## src/rtl/cmd_arbiter.sv

```systemverilog
// Purpose: shares the 8-bit game command channel between manual and auto sources, gated by the latched active mode.
// Latency: ack and first tx_valid one cycle after a request is sampled in IDLE; all outputs registered.
// Backpressure: tx_ready low stalls SEND/REL with out_bits held stable; HOLD length is fixed and ignores tx_ready.
module cmd_arbiter #(
  parameter int          HOLD_CYCLES  = 16,
  parameter logic [7:0]  RELEASE_BYTE = 8'h00
) (
  input  logic       clk,
  input  logic       rst_n,
  input  logic       mode,
  input  logic       man_req,
  input  logic [7:0] man_cmd,
  output logic       man_ack,
  input  logic       auto_req,
  input  logic [7:0] auto_cmd,
  output logic       auto_ack,
  input  logic       tx_ready,
  output logic       tx_valid,
  output logic [7:0] out_bits,
  output logic       active_mode,
  output logic       busy,
  output logic       mode_pending
);

  localparam int            CW        = $clog2(HOLD_CYCLES) + 1;
  localparam logic [CW-1:0] HOLD_LOAD = CW'(HOLD_CYCLES - 1);

  typedef enum logic [1:0] {IDLE, SEND, HOLD, REL} state_t;

  state_t        state, state_nx;
  logic [7:0]    cmd_q, cmd_nx;
  logic [CW-1:0] cnt_q, cnt_nx;
  logic          act_nx;
  logic          man_ack_nx, auto_ack_nx;
  logic          elig;
  logic          tx_valid_nx, busy_nx, pend_nx;
  logic [7:0]    out_nx;

  // Next-state and next-output decode; outputs are derived from the state being entered so they can be registered.
  always_comb begin
    state_nx    = state;
    cmd_nx      = cmd_q;
    cnt_nx      = cnt_q;
    act_nx      = active_mode;
    man_ack_nx  = 1'b0;
    auto_ack_nx = 1'b0;
    elig        = 1'b0;
    case (state)
      IDLE: begin
        // The mode update and the request sample share one edge, so eligibility uses the incoming mode.
        act_nx = mode;
        elig   = mode ? auto_req : man_req;
        if (elig) begin
          cmd_nx      = mode ? auto_cmd : man_cmd;
          man_ack_nx  = ~mode;
          auto_ack_nx = mode;
          state_nx    = SEND;
        end
      end
      SEND: begin
        if (tx_ready) begin
          cnt_nx   = HOLD_LOAD;
          state_nx = HOLD;
        end
      end
      HOLD: begin
        // Counter saturates at zero; the zero cycle is the last HOLD cycle.
        if (cnt_q == '0) state_nx = REL;
        else             cnt_nx   = cnt_q - 1'b1;
      end
      REL: begin
        if (tx_ready) state_nx = IDLE;
      end
      default: state_nx = IDLE;
    endcase

    tx_valid_nx = (state_nx == SEND) || (state_nx == REL);
    out_nx      = ((state_nx == SEND) || (state_nx == HOLD)) ? cmd_nx : RELEASE_BYTE;
    busy_nx     = (state_nx != IDLE);
    pend_nx     = (mode != act_nx) && busy_nx;
  end

  // State, latched command and hold counter; reset drops any command in flight without a release byte.
  always_ff @(posedge clk) begin
    if (!rst_n) begin
      state <= IDLE;
      cmd_q <= RELEASE_BYTE;
      cnt_q <= '0;
    end else begin
      state <= state_nx;
      cmd_q <= cmd_nx;
      cnt_q <= cnt_nx;
    end
  end

  // Registered outputs.
  always_ff @(posedge clk) begin
    if (!rst_n) begin
      out_bits     <= RELEASE_BYTE;
      tx_valid     <= 1'b0;
      man_ack      <= 1'b0;
      auto_ack     <= 1'b0;
      active_mode  <= 1'b0;
      busy         <= 1'b0;
      mode_pending <= 1'b0;
    end else begin
      out_bits     <= out_nx;
      tx_valid     <= tx_valid_nx;
      man_ack      <= man_ack_nx;
      auto_ack     <= auto_ack_nx;
      active_mode  <= act_nx;
      busy         <= busy_nx;
      mode_pending <= pend_nx;
    end
  end

endmodule

```

## config.mk

```make
export PLATFORM = sky130hd
export DESIGN_NAME = cmd_arbiter
export DESIGN_NICKNAME = d
export VERILOG_FILES = /design/src/rtl/cmd_arbiter.sv
export SDC_FILE = /design/constraint.sdc
export NUM_CORES = 1
export LEC_CHECK = 0
export ABC_AREA = 1
export CORE_ASPECT_RATIO = 0.6
export CORE_MARGIN = 3
export CORE_UTILIZATION = 49
export CTS_CLUSTER_SIZE = 12
export DETAILED_ROUTE_END_ITERATION = 10
export PLACE_DENSITY = 0.83
export SYNTH_ARGS = -nofsm -noshare
export SYNTH_HDL_FRONTEND = slang
export SYNTH_SLANG_ARGS = --single-unit
export TNS_END_PERCENT = 100
```

## constraint.sdc

```tcl
create_clock -name clk -period 2.8 [get_ports clk]
set_input_delay 0.28 -clock clk [delete_from_list [all_inputs] [get_ports clk]]
set_output_delay 0.28 -clock clk [all_outputs]
set_load 0.1 [all_outputs]
```

### Word level (Yosys, flattened, before mapping)

Index checks and enable logic that the tools add are counted.

* flip-flop bits (word level): 29
* output and inout port bits: 14
* input port bits: 22

* bitwise logic cells: 1
* reduce and logical (&&, ||, !) cells: 10
* add/sub/neg operators: 1
* muxes and demuxes: 13
* equality and inequality tests: 9

Operator list (number)
* $mux W8: 3
* $mux W5: 2
* $pmux W5 S2: 1
* $eq A2 B2 Y1 const B: 4
* $mux W2: 4
* $pmux W2 S4: 1
* $reduce_and A3 Y1: 2
* $logic_not A5 Y1: 1
* $sub A5 B1 Y5 const B: 1
* $eq A2 B1 Y1 const B: 2
* $ne A2 B2 Y1 const B: 2
* $reduce_bool A2 Y1: 2
* $logic_not A2 Y1: 1
* $logic_or A1 B1 Y1: 2
* $mux W1: 2
* $reduce_and A2 Y1: 1
* $logic_and A1 B1 Y1: 1
* $ne A1 B1 Y1: 1
* $not A1 Y1: 1

### Depth between registers and ports, before layout

* word-level depth: 6
* gate-level depth with buffers: 11
* depth with buffers taken out: 11

### Worst setup path after synthesis

No wires, ideal clock.

* path kind: register -> register
* start: register tx_valid (netlist name)
* end: register out_bits[2]
* setup time: 117 ps
* data required time: 2683 ps
* data arrival time: 2025 ps
* stages on the path, launching flop included: 8
* buffers on the path: 0
* slack: 658 ps
* cell sequence: dfxtp_1 > nor2_2 > o211ai_4 > nand2_1 > a21oi_1 > ha_1 > nand2_1 > nor2_1

RTL lines
* to (signal assigned): line 107 `out_bits <= out_nx;`
* to (decl): line 19 `output logic [7:0] out_bits,`

### Worst setup path in the final report

* start: input port mode
* end: register out_bits[2]

* cells in the longest elaborated chain, start to end: 6
* elaborated cells between the ends (all ways): 10
* classes of those cells: eq/ne: 2; mux: 6; reduce/logical: 2

Ends and longest elaborated chain
* from (decl): line 10 `input logic mode,`
* $mux W1: line 52 `elig = mode ? auto_req : man_req;`
* $mux W2: line 53 `if (elig) begin`
* $pmux W2 S4: line 48 `case (state)`
* $eq A2 B1 Y1 or $eq A2 B2 Y1 (tied branches): line 78 `out_nx = ((state_nx == SEND) || (state_nx == HOLD)) ? cmd_nx : RELEASE_BYTE;`
* $logic_or A1 B1 Y1: line 78
* $reduce_and A2 Y1 (no source line)

Several ways; a longest one is shown, not always the timed one.
A chain may end at the register's enable or synchronous reset.

==> metrics.md <==
| Metric | Value |
|---|---|
| CTS tree | yes |
| Core box area | 2245 sq um |
| Die width | 69.99 um |
| Setup TNS | 0 ns |
| Worst path arrival time | 2.17 ns |
| RSZ-0062 raised after global routing | no |
| Number of global-route vias before repair | 1084 |
| Clock Tree Buf Depth | 2 |
| Count of final setup violators | 0 |
| Nets | 230 |
| Commonest cells in the netlist | nand2_1, dfxtp_1, nor2_1 |
| Crit path cell chain | clkdlybuf4s50_1 -> inv_2 -> o211ai_4 -> nand2_1 -> a21oi_1 -> ha_1 -> nand2_1 -> nor2_1 |
| Clk_lat worst skew | 0.28 ns |
| Number of top-level pins | 36 |
| Hold Path Class | reg2reg |
| CP Launch Type | input port |
| Fin. Hold Viols | 0 |
| Routed wire length | 2915 um |
| Syn-to-layout area delta | 33.99% |
| Post-route cell area | 1613 sq um |
| Initial Util | 53.62% |
| First DRT Iteration DRCs | 108 |
| P per Cell Area | 760.4 nW/um^2 |
| Critical path type | in2reg |
| #FFs+latches synth | 28 |
| All-Layer GR Usage | 20.00% |
| DRT Pass-1 Iters | 5 |
| Die H | 44.39 um |
| Post-CTS setup buffers | 0 |
| Final RePlAce weighted congestion | 0.8526 |
| CTS H-tree lvls | 1 |
| Initial antenna violation count | 0 |
| Largest area contributor in the netlist | dfxtp_1 |
| Lkg Pwr | 0.7731 nW |
| Row count | 13 |
| Max_cap viols | 0 |
| Pin count of the biggest net entering global routing | 20 |
| Cts bufs inserted | 3 |
| CTS root buffer | clkbuf_8 |
| # resized after CTS | 0 |
| IO Port Bufs | 35 |
| Slew Limit Fails | 0 |
| Crit share post-route | 71.18% |
| Setup crit end kind | register |
| Placed inst area | 1541 sq um |
| Area contributors post-synth | dfxtp_1, nand2_1, nor2_1 |
| Most numerous cell in the Yosys netlist | nand2_1 |
| Distinct cells, synth | 20 |
| Critical path data required time | 2.97 ns |
| CTS sink cnt | 28 |
| Post-DP HPWL | 2158 um |
| Grt total ovfl | 0 |
| Async set or reset register ratio after synthesis | 0% |
| Main synth FF type | dfxtp_1 |
| Syn Area/Cell | 7.165 sq um |
| Skew final | 0.003635 ns |
| Synthesized netlist cell count | 168 |
| Net count after synthesis | 193 |
| Crit path max-delay family | compound AO/OA/AOI/OAI gates |
| Post-route ant nets | 0 |
| Slew HR | 62.75% |
| Placed cell count | 230 |
| CP max-delay cell | clkdlybuf4s50_1 |
| Outcome | finished clean |
| Max Freq | 501.8 MHz |
| Global-route wire length before repair | 4843 um |
| DR WL/cell | 12.46 um |
| WP buf/inv | 2 |
| Average vias per placed instance | 5.013 |
| Synthesized cell area | 1204 sq um |
| Via count | 1173 |
| Sequential area share after synthesis | 46.57% |
| # DRC | 0 |
| Worst-path maximum fanout | 19 |
| Share of the synthesized area in the top cell type | 46.57% |
| Critical path's most frequent cell | nand2_1 |
| Hold_buf cts | 0 |
| YS warnings | 0 |
| CP max stage delay | 0.50 ns |
| Layout cells sized above 1 | 13.73% |
| # diodes | 0 |
| Die area | 3107 sq um |
| CTS clock-pin slew for the worst setup and hold paths | 0.10 ns |
| Slew @ Worst Pin | 0.5560 ns |
| Maximum vdd drop | 431.4 uV |
| Fin cells | 234 |
| Fin crit period | 1.993 ns |
| Post-synth EDFFs | 0 |
## cells by family after synthesis
group	synth area share (%)
AOI/OAI and AO/OA	9.148
adders and majority gates	3.119
buffers and inverters	8.107
DFF	46.57
and+or+nand+nor	33.06
## flip-flops by register name, summed over array words and instances, names as in the netlist
signal / cells
man_ack: 1
active_mode: 1
cmd_q: 8
state: 1
busy: 1
out_bits: 8
cnt_q: 5
tx_valid: 1
mode_pending: 1
auto_ack: 1
## worst paths after layout
check	from	end	slack (ns)	cells after the start
hold / removal	cnt_q[3]	cnt_q[3]	0.52	2
setup / recovery	mode	out_bits[2]	0.81	8
setup reg to reg	tx_valid	out_bits[2]	1.06	7
hold reg to reg	cnt_q[3]	cnt_q[3]	0.52	2
## layer usage
layer | up-vias | wire length (um) | global-route usage, %
li1 | 589 | - | -
met5 | - | 0 | 0
met2 | 56 | 1344 | 34.71
met1 | 526 | 1280 | 25.00
met4 | 0 | 11 | 3.435
met3 | 2 | 278 | 6.803
## cell usage in the layout (no fill, tap or decap)
master / count
clkinv_1: 1
nand2_1: 52
nor3_1: 2
nand3b_1: 1
or2_2: 1
inv_2: 1
ha_1: 3
bufinv_16: 1
nor2_2: 2
o21ai_0: 2
nand3_1: 7
buf_4: 15
clkdlybuf4s50_1: 21
a21oi_1: 8
clkbuf_8: 3
dfxtp_1: 28
o211ai_4: 1
nor3_2: 3
inv_1: 18
o21ai_1: 6
a21oi_2: 1
nor2_1: 27
## per-stage QoR
| step | power [W] | setup WS, ns | hold slack [ns] | util, % |
|---|---|---|---|---|
| floorplan | 0.0008039 | 0.6577 | 0.4030 | - |
| global placement | 0.0008980 | 0.6169 | 0.4850 | 68.67 |
| detailed placement | 0.0009108 | 0.5481 | 0.5109 | 68.67 |
| CTS | 0.001225 | 0.8312 | 0.5235 | 71.85 |
| global route | 0.001273 | 0.6945 | 0.5388 | 71.85 |
| finish | 0.001226 | 0.8070 | 0.5205 | 71.85 |
## worst reg2reg max path, delay by kind of cell, from the launching register on
family / cells / cell delay (ns)
AND/OR/NAND/NOR: 4 / 0.42
flip-flops: 1 / 0.49
AO/OA/AOI/OAI: 2 / 0.44
adder cells (fa/ha/maj): 1 / 0.27
## area by class of cell
class	instances	area (sq um)
clock buffer	3	41.29
clock inverter	1	30.03
fill	178	631.9
inverter	20	75.07
multi-input combinational	116	545.5
sequential	28	560.5
tap	30	37.54
timing repair buffer	36	322.8
## power breakdown
part / switching (W) / leakage [nW] / internal (W) / total (W)
Combinational: 0.000321 / 0.507 / 0.000118 / 0.000440
Sequential: 0.0000222 / 0.230 / 0.000446 / 0.000468
Clock: 0.000127 / 0.0357 / 0.000192 / 0.000319
(Power assumes the default switching activity.)
